## src/rtl/riscv_mem_pkg.sv

```systemverilog
// ----------------------------------------------------------------------------
// riscv_mem_pkg
// Shared types and constants for the CPU-side memory port arbiter.
//   XLEN        : data width of the memory interface
//   OWNER_IF/D  : encoding of which requester owns an in-flight access
//   resp_tag_t  : response pipeline tag, bit layout {valid, owner, is_store}
//   grant_sel_e : which requester (if any) is issued to memory this cycle
//   make_tag    : builds the response tag for the access issued this cycle
// ----------------------------------------------------------------------------
package riscv_mem_pkg;

  localparam int XLEN = 32;

  localparam logic OWNER_IF = 1'b0;
  localparam logic OWNER_D  = 1'b1;

  typedef struct packed {
    logic valid;
    logic owner;
    logic is_store;
  } resp_tag_t;

  localparam resp_tag_t TAG_IDLE = '{valid: 1'b0, owner: 1'b0, is_store: 1'b0};

  typedef enum logic [1:0] {
    SEL_NONE = 2'd0,
    SEL_IF   = 2'd1,
    SEL_D    = 2'd2
  } grant_sel_e;

  // Tag for the access issued this cycle; only stores from the data port
  // are flagged so the response stage can return zero instead of memory data.
  function automatic resp_tag_t make_tag(input grant_sel_e sel, input logic we);
    resp_tag_t tag;
    tag = TAG_IDLE;
    case (sel)
      SEL_IF:  tag = '{valid: 1'b1, owner: OWNER_IF, is_store: 1'b0};
      SEL_D:   tag = '{valid: 1'b1, owner: OWNER_D,  is_store: we};
      default: tag = TAG_IDLE;
    endcase
    return tag;
  endfunction

endpackage

```

## src/rtl/arb_starve_counter.sv

```systemverilog
// ----------------------------------------------------------------------------
// arb_starve_counter
// Saturating count of consecutive cycles the fetch port was denied.
//   clk      in  clock
//   reset    in  synchronous active-high reset (count -> 0)
//   inc      in  fetch requested but not granted this cycle
//   clr      in  fetch granted or not requesting; clear has priority over inc
//   at_limit out count has reached LIMIT (fetch must win next contention)
// ----------------------------------------------------------------------------
module arb_starve_counter
  import riscv_mem_pkg::*;
#(
  parameter int LIMIT = 4
) (
  input  logic clk,
  input  logic reset,
  input  logic inc,
  input  logic clr,
  output logic at_limit
);

  localparam logic [3:0] LIMIT_C = 4'(LIMIT);

  logic [3:0] cnt_q;
  logic [3:0] cnt_d;

  // Next count: clear wins, otherwise increment until saturated at LIMIT.
  always_comb begin
    cnt_d = cnt_q;
    if (clr) begin
      cnt_d = 4'd0;
    end else if (inc && (cnt_q != LIMIT_C)) begin
      cnt_d = cnt_q + 4'd1;
    end else begin
      cnt_d = cnt_q;
    end
  end

  // Count register.
  always_ff @(posedge clk) begin
    if (reset) begin
      cnt_q <= 4'd0;
    end else begin
      cnt_q <= cnt_d;
    end
  end

  assign at_limit = (cnt_q == LIMIT_C);

endmodule

```

## src/rtl/mem_port_arbiter.sv

```systemverilog
// ----------------------------------------------------------------------------
// mem_port_arbiter
// Shares one single-port synchronous memory (1-cycle read latency) between the
// instruction-fetch port (if_*) and the load/store port (d_*). At most one
// access is issued per cycle; responses return two cycles after the grant, in
// grant order, through a 2-deep tag pipeline.
// Ports:
//   clk, reset                    clock, synchronous active-high reset
//   if_req/if_addr                fetch request (held until if_gnt)
//   if_gnt                        fetch issued this cycle (combinational)
//   if_rvalid/if_rdata            fetch response (pulse, registered data)
//   d_req/d_we/d_be/d_addr/d_wdata data request (held until d_gnt)
//   d_gnt                         data access issued this cycle (combinational)
//   d_rvalid/d_rdata              load data / store ack (rdata 0 for stores)
//   mem_en/we/be/addr/wdata       memory request driven from the winner
//   mem_rdata                     memory read data, one cycle after a read
// Parameters: AW address width, RR_MODE (0 data-first with starvation guard,
//   1 round-robin), STARVE_LIMIT denied-fetch cycles before fetch is forced.
// ----------------------------------------------------------------------------
module mem_port_arbiter
  import riscv_mem_pkg::*;
#(
  parameter int AW           = 32,
  parameter int RR_MODE      = 0,
  parameter int STARVE_LIMIT = 4
) (
  input  logic            clk,
  input  logic            reset,
  input  logic            if_req,
  input  logic [AW-1:0]   if_addr,
  output logic            if_gnt,
  output logic            if_rvalid,
  output logic [XLEN-1:0] if_rdata,
  input  logic            d_req,
  input  logic            d_we,
  input  logic [3:0]      d_be,
  input  logic [AW-1:0]   d_addr,
  input  logic [XLEN-1:0] d_wdata,
  output logic            d_gnt,
  output logic            d_rvalid,
  output logic [XLEN-1:0] d_rdata,
  output logic            mem_en,
  output logic            mem_we,
  output logic [3:0]      mem_be,
  output logic [AW-1:0]   mem_addr,
  output logic [XLEN-1:0] mem_wdata,
  input  logic [XLEN-1:0] mem_rdata
);

  grant_sel_e      sel_s;
  logic            at_limit_s;
  logic            starve_inc_s;
  logic            starve_clr_s;

  logic            last_owner_q, last_owner_d;
  resp_tag_t       tag_s1_q, tag_s1_d;
  resp_tag_t       tag_s2_q, tag_s2_d;
  logic [XLEN-1:0] if_rdata_q, if_rdata_d;
  logic [XLEN-1:0] d_rdata_q, d_rdata_d;

  // Arbitration: pick at most one requester; nothing is issued during reset.
  always_comb begin
    sel_s = SEL_NONE;
    if (reset) begin
      sel_s = SEL_NONE;
    end else if (if_req && d_req) begin
      if (RR_MODE != 0) begin
        // Round-robin: the port that did not win last time goes first.
        if (last_owner_q == OWNER_IF) begin
          sel_s = SEL_D;
        end else begin
          sel_s = SEL_IF;
        end
      end else begin
        // Data-first, but a fetch denied STARVE_LIMIT cycles in a row wins.
        if (at_limit_s) begin
          sel_s = SEL_IF;
        end else begin
          sel_s = SEL_D;
        end
      end
    end else if (if_req) begin
      sel_s = SEL_IF;
    end else if (d_req) begin
      sel_s = SEL_D;
    end else begin
      sel_s = SEL_NONE;
    end
  end

  // Grants and memory request, driven from the winner's inputs.
  always_comb begin
    if_gnt    = 1'b0;
    d_gnt     = 1'b0;
    mem_en    = 1'b0;
    mem_we    = 1'b0;
    mem_be    = 4'h0;
    mem_addr  = {AW{1'b0}};
    mem_wdata = {XLEN{1'b0}};
    case (sel_s)
      SEL_IF: begin
        if_gnt   = 1'b1;
        mem_en   = 1'b1;
        mem_be   = 4'hF;
        mem_addr = if_addr;
      end
      SEL_D: begin
        d_gnt     = 1'b1;
        mem_en    = 1'b1;
        mem_we    = d_we;
        mem_be    = d_be;
        mem_addr  = d_addr;
        mem_wdata = d_we ? d_wdata : {XLEN{1'b0}};
      end
      default: begin
        if_gnt = 1'b0;
        d_gnt  = 1'b0;
      end
    endcase
  end

  assign starve_inc_s = if_req & ~if_gnt;
  assign starve_clr_s = ~if_req | if_gnt;

  arb_starve_counter #(
    .LIMIT (STARVE_LIMIT)
  ) u_starve (
    .clk      (clk),
    .reset    (reset),
    .inc      (starve_inc_s),
    .clr      (starve_clr_s),
    .at_limit (at_limit_s)
  );

  // Next state: owner history, tag pipe and per-port read data capture.
  always_comb begin
    last_owner_d = last_owner_q;
    case (sel_s)
      SEL_IF:  last_owner_d = OWNER_IF;
      SEL_D:   last_owner_d = OWNER_D;
      default: last_owner_d = last_owner_q;
    endcase

    tag_s1_d = make_tag(sel_s, d_we);
    tag_s2_d = tag_s1_q;

    // Memory data belongs to the stage-1 access; only its owner's register
    // updates, so the other port's rdata keeps its last value.
    if_rdata_d = if_rdata_q;
    d_rdata_d  = d_rdata_q;
    if (tag_s1_q.valid) begin
      if (tag_s1_q.owner == OWNER_IF) begin
        if_rdata_d = mem_rdata;
      end else if (tag_s1_q.is_store) begin
        d_rdata_d = {XLEN{1'b0}};
      end else begin
        d_rdata_d = mem_rdata;
      end
    end else begin
      if_rdata_d = if_rdata_q;
      d_rdata_d  = d_rdata_q;
    end
  end

  // State registers; reset discards any in-flight responses.
  always_ff @(posedge clk) begin
    if (reset) begin
      last_owner_q <= OWNER_IF;
      tag_s1_q     <= TAG_IDLE;
      tag_s2_q     <= TAG_IDLE;
      if_rdata_q   <= {XLEN{1'b0}};
      d_rdata_q    <= {XLEN{1'b0}};
    end else begin
      last_owner_q <= last_owner_d;
      tag_s1_q     <= tag_s1_d;
      tag_s2_q     <= tag_s2_d;
      if_rdata_q   <= if_rdata_d;
      d_rdata_q    <= d_rdata_d;
    end
  end

  assign if_rvalid = tag_s2_q.valid && (tag_s2_q.owner == OWNER_IF);
  assign d_rvalid  = tag_s2_q.valid && (tag_s2_q.owner == OWNER_D);
  assign if_rdata  = if_rdata_q;
  assign d_rdata   = d_rdata_q;

endmodule

```

## config.mk

```make
export PLATFORM = sky130hd
export DESIGN_NAME = mem_port_arbiter
export DESIGN_NICKNAME = d
export VERILOG_FILES = /design/src/rtl/riscv_mem_pkg.sv /design/src/rtl/arb_starve_counter.sv /design/src/rtl/mem_port_arbiter.sv
export SDC_FILE = /design/constraint.sdc
export NUM_CORES = 1
export LEC_CHECK = 0
export ABC_AREA = 1
export BUFFER_PORTS_ARGS = -buffer_cell sky130_fd_sc_hd__buf_2
export CORE_MARGIN = 2
export CORE_UTILIZATION = 25
export DETAILED_ROUTE_END_ITERATION = 16
export GPL_TIMING_DRIVEN = 0
export PLACE_DENSITY_LB_ADDON = 0.08
export SLEW_MARGIN = 0
export SYNTH_ARGS = -nofsm -noshare
export SYNTH_HDL_FRONTEND = slang
export SYNTH_SLANG_ARGS = --single-unit
export TNS_END_PERCENT = 1
```

## constraint.sdc

```tcl
create_clock -name clk -period 2.9 [get_ports clk]
set_clock_uncertainty 0.05 [all_clocks]
set_input_delay 0.145 -clock clk [delete_from_list [all_inputs] [get_ports clk]]
set_output_delay 0.145 -clock clk [all_outputs]
set_load 0.02 [all_outputs]
```

# --- Word-level counts from Yosys, hierarchy flattened ---
# Index checks and enable logic that the tools add are counted.
word_totals:
  reg_bits: 73
  inputBits: 137
  out_inout_bits: 138
  wordCells: 42
classes:
  addsub: 1
  n_eq_ne: 4
  n_mux: 15
  n_bitwise: 6
  reduce_logical: 8
ops:
  columns: ["operator", "n"]
  rows:
  - ["32-bit two-way mux", 3]
  - ["32-bit case mux with 2 select lines", 1]
  - ["2-bit two-way mux", 5]
  - ["4-bit case mux with 2 select lines", 1]
  - ["3-bit case mux with 2 select lines", 1]
  - ["4-bit by 1-bit adder with 4-bit output (second input constant)", 1]
  - ["4-bit by 3-bit == test with 1-bit output (second input constant)", 1]
  - ["1-bit logical AND", 4]
  - ["1-bit two-way mux", 4]
  - ["4-bit by 3-bit inequality test with 1-bit output (second input constant)", 1]
  - ["1-bit NOT", 4]
  - ["2-bit AND reduction", 2]
  - ["2-bit OR reduction", 2]
  - ["2-bit by 1-bit == test with 1-bit output (second input constant)", 1]
  - ["2-bit == test (second input constant)", 1]
  - ["1-bit AND", 1]
  - ["1-bit bitwise OR", 1]

# --- Logic depth before layout (Yosys ltp) ---
# Gate-level depths: netlist of run 1.
logic_depth:
  word_depth: 9
  mapped_depth: 9
  ltp_nobuf: 8

# --- By module ---
# From an unflattened synthesis of run 1, not the netlist that was laid out.
unflattened:
  cells_unflattened: 642
  hier_area_um2: 4180.3
by_module_without_submodules:
  columns: ["mod", "instances", "cells_each", "area_per_inst_um2", "seq_area_each_um2"]
  rows:
  - ["mem_port_arbiter", 1, 606, 3937.5, 1381.3]
  - ["arb_starve_counter", 1, 36, 242.7, 80.1]

# --- Least setup slack after synthesis of run 1 ---
# Ideal clock, no wire load.
synth_path:
  path_type: "reg-to-output"
  start: "register u_starve.cnt_q[0]"
  end: "output mem_addr[12]"
  t_arrival_ns: 1.332
  t_required_ns: 2.705
  setup_slack_ns: 1.373
  path_stages_with_launch: 10
  n_path_buf: 2
  path_cell_list: "dfxtp_1 -> inv_1 -> ha_1 -> nand4_1 -> nand2_2 -> inv_2 -> buf_4 -> buf_6 -> nand2_1 -> nand2_1"
synth_via:
  elab_chain_cells: 6
  elab_cells_between_ends: 7
  cone_classes: "eq/ne: 3; mux: 4"
synth_rtl:
  columns: ["item", "line_no", "text"]
  rows:
  - ["from (decl)", "arb_starve_counter.sv:24", "logic [3:0] cnt_q;"]
  - ["from (signal assigned)", "arb_starve_counter.sv:44", "cnt_q <= cnt_d;"]
  - ["4-bit by 3-bit == test with 1-bit output (*)", "arb_starve_counter.sv:48", "assign at_limit = (cnt_q == LIMIT_C);"]
  - ["2-bit two-way mux (*)", "mem_port_arbiter.sv:76", "if (at_limit_s) begin"]
  - ["2-bit two-way mux (*)", "mem_port_arbiter.sv:66", "end else if (if_req && d_req) begin"]
  - ["2-bit two-way mux (*)", "mem_port_arbiter.sv:64", "if (reset) begin"]
  - ["2-bit == test or 2-bit by 1-bit == test with 1-bit output (tied branches)", "mem_port_arbiter.sv:100", "case (sel_s)"]
  - ["32-bit case mux with 2 select lines (*)", "mem_port_arbiter.sv:100", null]
  - ["to (decl)", "mem_port_arbiter.sv:45", "output logic [AW-1:0] mem_addr,"]
# Every way passes the cells marked *; elsewhere a longest branch is shown, timed or not.

# --- Worst setup path in the final report of run 1 ---
layout_path:
  start: "register u_starve.cnt_q[0]"
  end: "output mem_addr[24]"
# The elaborated chain is that of the path after synthesis.

==> summary.md, run 1 <==
| Metric | Value |
|---|---|
| Combinational power share | 17.5% |
| DR WL met3 | 1060 microns |
| Clock-pin slew on the worst setup and hold paths | 60 ps |
| CP Class | reg2out |
| Minimum clock period | 2114 ps |
| Period utilisation layout | 72.89% |
| Overflow after GRT | 0 |
| Met1 WL | 5668 microns |
| Post-CTS Setup Inserts | 0 |
| Max VDD drop | 0.2645 mV |
| Worst stage delay on the critical path | 360 ps |
| FF/Latch Area | 1461 sq um |
| Predominant post-synthesis flop cell | dfxtp_1 |
| RSZ-0062 raised after global routing | no |
| Initial core utilization | 25.46% |
| Clock power share | 45.5% |
| Max_slew headroom | 63.90% |
| Synth area leader | dfxtp_1 |
| Core area | 13190 sq um |
| Post-synthesis async set-or-reset flop share | 0% |
| Inst Count DP | 970 |
| Share of cells above drive strength 1 | 38.02% |
| Largest net degree at the start of global routing | 13 |
| Yosys reg bits | 73 |
| Status | completed |
| Boundary pin count | 275 |
| Num Clock Sinks | 73 |
| Die X | 119.9 microns |
| Top cell type's share of synthesized area | 43.52% |
| Static leakage | 2.904 nW |
| Top Metal Used | met4 |
| Cell Area, Synth | 3358 sq um |
| Antenna cell count | 0 |
| Max-cap violation count | 0 |
| Worst slew pin tran | 541.5 ps |
| Sw Share | 26.43% |
| Internal power | 0.002118 W |
| Vias per inst | 4.373 |
| Cts bufs inserted | 9 |
| Setup TNS | 0 ps |
| Synth area leaders | dfxtp_1 44%, nand2_1 27%, a21oi_1 10%, nand3_1 5.2%, nor2_1 4.2% |
| Worst setup SP type | flip-flop |
| Top-count cell post-synth | nand2_1 |
| Worst hold-check path type | in2reg |
| Syn Area/Cell | 6.433 sq um |
| Slew Limit Fails | 0 |
| Critical Path RT | 2710 ps |
| Count of flip-flops with a built-in enable after synthesis | 0 |
| Row cnt | 42 |
| Sequential fraction of design power | 37.0% |
| Finished Layout Cells | 986 |
| Fmax | 473.1 MHz |
| Quantity of gates resized following cts | 0 |
| CTS tree | yes |
| Critical Path End Type | primary output |
| CP max-delay cell | dfxtp_1 |
| First-pass GRT wire length | 21780 microns |
| H-tree Lvls | 3 |
| Most Frequent Cell on Critical Path | nand2_1 |
| Nets | 944 |
| WL/cell | 14.71 microns |
| Die height | 119.9 microns |
| Met2 WL | 7411 microns |
| Fillcell total | 1469 |
| Worst-Skew Late Latency | 330 ps |
| WL final | 14500 microns |
| Arr. time, crit path | 1920 ps |
| Synth Instances | 522 |
| Crit path max fanout | 10 |
| Area delta synth->final | 57.68% |
| Final Hold Vio Count | 0 |
| Drc violations | 0 |
| Switching power | 0.0007608 W |
| Vias | 4312 |
| Mapped Nets | 661 |
| Hold_buf cts | 0 |
| Final setup fails | 0 |
| Synth unique cells | 18 |
| Vias in the first global route | 4200 |
| Power Dens Cells | 543.6 nW/um^2 |
| CP cell instances | inv_1 -> ha_1 -> nand4_1 -> nand2_2 -> inv_2 -> buf_4 -> buf_6 -> nand2_1 -> nand2_1 -> buf_2 |
| Synth Warn # | 0 |
| Clk Tree Root Cell | clkbuf_16 |
| Gr usage total | 19.72% |
| Number of port buffers | 272 |
| Final core utilization | 40.14% |
| RD Place Congestion | 0.8484 |
| Multi-input gate area | 1645 sq um |
| Longest Clk Path Bufs | 2 |
| Top post-synthesis cells by count | 244 x nand2_1, 73 x dfxtp_1, 67 x a21oi_1 |
| DR pass1 iterations | 5 |
| Worst Path Buf+Inv | 5 |
| Initial antenna violation count | 0 |
| Post-DP HPWL | 11990 microns |
| Seq/Total Area, Yosys | 43.52% |
| Antenna-violating nets left | 0 |
| Drt first-iter violations | 221 |
| CP top delay family | buffers and inverters |
| Die area | 14380 sq um |
-- state kept, by name, indices dropped and copies added (netlist names) --
signal	flops
d_rdata	32
if_rdata	32
u_starve.cnt_q	4
tag_s1_q	3
tag_s2_q	2
-- path summary, 6_finish.rpt --
path	start	to	slack (ps)	cells past startpoint
min reg2reg	tag_s1_q[2]	tag_s2_q[2]	400	2
max	u_starve.cnt_q[0]	mem_addr[24]	790	10
min	mem_rdata[6]	if_rdata[6]	30	3
max reg2reg	tag_s1_q[2]	if_rdata[20]	1360	6
-- logic make-up after synthesis --
group	synth area share, %
buffers and inverters	7.489
flip-flops	43.52
AO/OA/AOI/OAI	10.43
XOR/XNOR	0.5217
adder cells (fa/ha/maj)	0.7450
AND/OR/NAND/NOR	37.30
-- per-stage QoR --
stage / instance area [sq um] / hold slack [ps] / total power [W] / setup WS, ps
final: 5295 / 25.20 / 0.002879 / 786.1
after global placement: 4940 / 364.5 / 0.001594 / 1125
after CTS: 5295 / 16.27 / 0.002912 / 749.1
after global routing: 5295 / 22.16 / 0.003014 / 601.6
after floorplan: 3358 / 242.7 / 0.001355 / 1373
after detailed placement: 4940 / 364.1 / 0.001598 / 1119
-- tightest hold or removal path: stages --
cell,delay [ps]
buf_2,110
nand2_1,60
a21oi_1,50
-- power by group through the flow --
stage | combinational, W | clock [W] | sequential, W
finish | 0.000505 | 0.00131 | 0.00107
global route | 0.000554 | 0.00139 | 0.00107
CTS | 0.000513 | 0.00133 | 0.00107
detailed placement | 0.000511 | 0 | 0.00109
global placement | 0.000508 | 0 | 0.00109
floorplan | 0.000224 | 0 | 0.00113
-- metal layers --
metal	vias up	track usage, %
li1	2194	-
met1	1916	21.76
met2	180	36.04
met3	22	5.228
met4	0	7.206
met5	-	0
-- layout by cell type (no fill, tap or decap), types with 2 or more instances in the layout --
| master | count |
|---|---|
| dfxtp_1 | 73 |
| nor2_1 | 38 |
| a21oi_1 | 67 |
| buf_6 | 2 |
| clkbuf_1 | 16 |
| ha_1 | 2 |
| bufinv_16 | 3 |
| xor2_1 | 2 |
| inv_2 | 2 |
| nand2_2 | 2 |
| buf_1 | 5 |
| nand3_1 | 35 |
| clkbuf_16 | 9 |
| buf_4 | 3 |
| buf_2 | 284 |
| nand2_1 | 244 |
| clkbuf_8 | 2 |
| inv_1 | 17 |
-- final cells by class --
| cell class | instances | share of cell area, % |
|---|---|---|
| timing repair buffer | 272 | 25.71 |
| clock buffer | 12 | 4.844 |
| inverter | 19 | 1.347 |
| multi-input combinational | 393 | 31.07 |
| tap | 176 | 4.159 |
| sequential | 73 | 27.60 |
| buffer | 37 | 3.403 |
| clock inverter | 4 | 1.867 |
Note: power is estimated with default switching activity, not from simulation.
==> run 2: changes to the inputs <==
--- a/config.mk
+++ b/config.mk
@@ -5,7 +5,7 @@
 export SDC_FILE = /design/constraint.sdc
 export NUM_CORES = 1
 export LEC_CHECK = 0
-export ABC_AREA = 1
+export ABC_AREA = 0
 export BUFFER_PORTS_ARGS = -buffer_cell sky130_fd_sc_hd__buf_2
 export CORE_MARGIN = 2
 export CORE_UTILIZATION = 25
==> constraint.sdc (replaced) <==
create_clock -name clk -period 1.8 [get_ports clk]
set_clock_uncertainty 0.05 [all_clocks]
set_input_delay 0.09 -clock clk [delete_from_list [all_inputs] [get_ports clk]]
set_output_delay 0.09 -clock clk [all_outputs]
set_load 0.02 [all_outputs]
==> summary.md, run 2 <==
| Metric | Value |
|---|---|
| Status | finished with violations |
| Violated checks | setup timing |
| Most common cell after layout, fill and taps aside | buf_2 |
| Drt first-iter violations | 170 |
| Cts bufs inserted | 9 |
| Longest Clk Path Bufs | 2 |
| Switching power | 0.001232 W |
| Critical Path End Type | primary output |
| Vias per inst | 4.633 |
| Worst setup path end | mem_addr[27] |
| First-pass GRT wire length | 22250 microns |
| Number of port buffers | 273 |
| Worst hold-check path type | in2reg |
| Yosys reg bits | 73 |
| RSZ-0062 raised after global routing | yes |
| Sw Share | 27.57% |
| Top post-synthesis cells by count | 98 x nand2_1, 73 x dfxtp_1, 64 x a21oi_1 |
| Worst slew pin tran | 567.1 ps |
| Share of cells above drive strength 1 | 46.07% |
| Adder-Cell Fraction of Synth Area | 0.7429% |
| Arr. time, crit path | 1840 ps |
| Die X | 120.1 microns |
| Critical Path RT | 1660 ps |
| Vias | 4235 |
| Clock power share | 38.7% |
| Synth Warn # | 0 |
| Final Hold Vio Count | 0 |
| Antenna cell count | 0 |
| Clk Tree Root Cell | clkbuf_16 |
| Static leakage | 3.008 nW |
| Die height | 120.1 microns |
| Predominant post-synthesis flop cell | dfxtp_1 |
| Largest net degree at the start of global routing | 12 |
| Drc violations | 0 |
| Die area | 14420 sq um |
| Internal power | 0.003238 W |
| Power Dens Cells | 725.2 nW/um^2 |
| Worst setup slack after layout | -181.4 ps |
| Fillcell total | 1352 |
| Worst stage delay on the critical path | 320 ps |
| Gr usage total | 20.06% |
| CP max-delay cell | dfxtp_2 |
| Syn Area/Cell | 8.255 sq um |
| RD Place Congestion | 0.8958 |
| Post-DP HPWL | 11880 microns |
| WL final | 15090 microns |
| CTS tree | yes |
| Fmax | 504.7 MHz |
| Setup TNS | -9094 ps |
| Seq/Total Area, Yosys | 43.39% |
| CP top delay family | compound AO/OA/AOI/OAI gates |
| Power Total | 0.004470 W |
| FF/Latch Area | 1464 sq um |
| WL/cell | 16.51 microns |
| Area fraction in compound gates after synthesis | 19.80% |
| Count of flip-flops with a built-in enable after synthesis | 0 |
| Initial antenna violation count | 1 |
| Largest family of logic cells by synthesized area | simple AND/OR/NAND/NOR gates |
| Reg2Reg Depth | 5 |
| Vias in the first global route | 4134 |
| Synth area leader | dfxtp_1 |
| Post-synthesis async set-or-reset flop share | 0% |
| Crit path max fanout | 6 |
| Final setup fails | 69 |
| Antenna-violating nets left | 0 |
| Multi-input gate area | 1797 sq um |
| Num Clock Sinks | 73 |
| Mapped Nets | 547 |
| Worst Path Buf+Inv | 4 |
| Top cell type's share of synthesized area | 43.39% |
| Synth Instances | 408 |
| Synth unique cells | 25 |
| DR pass1 iterations | 4 |
| Cell Area, Synth | 3368 sq um |
| Period utilisation layout | 110.1% |
| Worst setup SP type | flip-flop |
| CP Class | reg2out |
| Synth area leaders | dfxtp_1 43%, nand2_1 11%, a21oi_1 9.5%, a22o_1 8.3%, nand4b_1 8.3% |
| Max VDD drop | 0.4447 mV |
| Max-cap violation count | 0 |
| Boundary pin count | 275 |
| Worst-Skew Late Latency | 320 ps |
| Overflow after GRT | 0 |
| Top-count cell post-synth | nand2_1 |
| CP cell instances | inv_2 -> ha_4 -> nand3b_4 -> o211a_4 -> buf_12 -> buf_16 -> a22o_4 -> buf_6 |
| Nets | 872 |
| Crit path from | u_starve.cnt_q[0] |
| Slew Limit Fails | 0 |
| Max_slew headroom | 62.20% |
| Combinational power share | 22.9% |
| Minimum clock period | 1981 ps |
| Synth Area in XOR/XNOR | 0.5201% |
| Most frequent cells in the layout | 229 x buf_2, 98 x nand2_1, 71 x dfxtp_1 |
| Initial core utilization | 25.54% |
| Reg2reg setup slack | 210 ps |
| Area delta synth->final | 83.02% |
| Sequential fraction of design power | 38.3% |
| Core area | 13190 sq um |
| Clock-pin slew on the worst setup and hold paths | 50 ps |
| Critical Path Stages | 8 |
| Row cnt | 42 |
| H-tree Lvls | 3 |
| Post-synthesis mux area share | 0% |
| Simple-gate share of the synthesized area | 28.75% |
| Capturing point of the worst reg2reg path | if_rdata[23] |
| Reg-to-reg startpoint | tag_s1_q[1] |
==> run 2: final cells by class <==
type	count	area share, %
Sequential cell	73	23.75
Buffer	43	4.425
Clock buffer	14	4.607
Clock inverter	2	0.1624
Multi-Input combinational cell	287	29.15
Inverter	5	0.3044
Tap cell	176	3.572
Timing Repair Buffer	314	34.04
==> run 2: repair_timing <==
item | in CTS | in global routing
pin swaps | 33 | 17
setup endpoints to repair | 71 | 71
setup buffers | 6 | 0
cloned | 2 | 1
resized for setup | 108 | 37
hold endpoints to repair | 42 | 0
hold buffers | 32 | 0
==> run 2: logic make-up after synthesis <==
kind of cell,Yosys count
AO/OA/AOI/OAI,103
XOR/XNOR,2
adder cells (fa/ha/maj),2
buffers and inverters,48
flip-flops,73
AND/OR/NAND/NOR,180
==> run 2: how the worst min path moves through the flow <==
| stage | endpoint | start | cells after the start |
|---|---|---|---|
| CTS | tag_s1_q[2] | if_req | 3 |
| global route | u_starve.cnt_q[2] | if_req | 3 |
| finish | tag_s1_q[2] | if_req | 3 |
| detailed placement | if_rdata[3] | mem_rdata[3] | 3 |
| global placement | if_rdata[6] | mem_rdata[6] | 3 |
| floorplan | tag_s1_q[2] | d_req | 2 |
==> run 2: power by group through the flow <==
stage	combinational [W]	clock (W)	sequential, W
2_1_floorplan	0.000373	0	0.00182
4_1_cts	0.000995	0.00179	0.00171
3_5_place_dp	0.000842	0	0.00175
6_report	0.00103	0.00173	0.00171
3_3_place_gp	0.000832	0	0.00175
5_1_grt	0.00110	0.00186	0.00172
==> run 2: stage by stage <==
step | util (%) | hold WS, ps | setup slack (ps) | area, sq um | std cells
2_1_floorplan | - | 165.5 | 165.8 | 3368 | 408
3_3_place_gp | 37.56 | 296.5 | -40.59 | 4955 | 857
3_5_place_dp | 37.56 | 300.4 | -56.36 | 4955 | 857
4_1_cts | 45.61 | 7.657 | -223.4 | 6016 | 913
5_1_grt | 46.74 | 35.16 | -243.6 | 6165 | 914
6_report | 46.74 | 26.39 | -181.4 | 6165 | 914
==> run 2: metal layers <==
metal | GRT usage (%) | wire (microns) | up-vias | part of all wire [%]
li1 | - | - | 2085 | -
met1 | 21.65 | 5703 | 1958 | 38
met2 | 37.86 | 8115 | 170 | 54
met3 | 5.228 | 968 | 20 | 6.4
met4 | 6.176 | 293 | 2 | 1.9
met5 | 0 | 8 | - | 0.053
==> run 2: tightest hold or removal path, stage by stage <==
cell and delay, ps:
buf_2 120, nor2_1 70, nor2_1 90
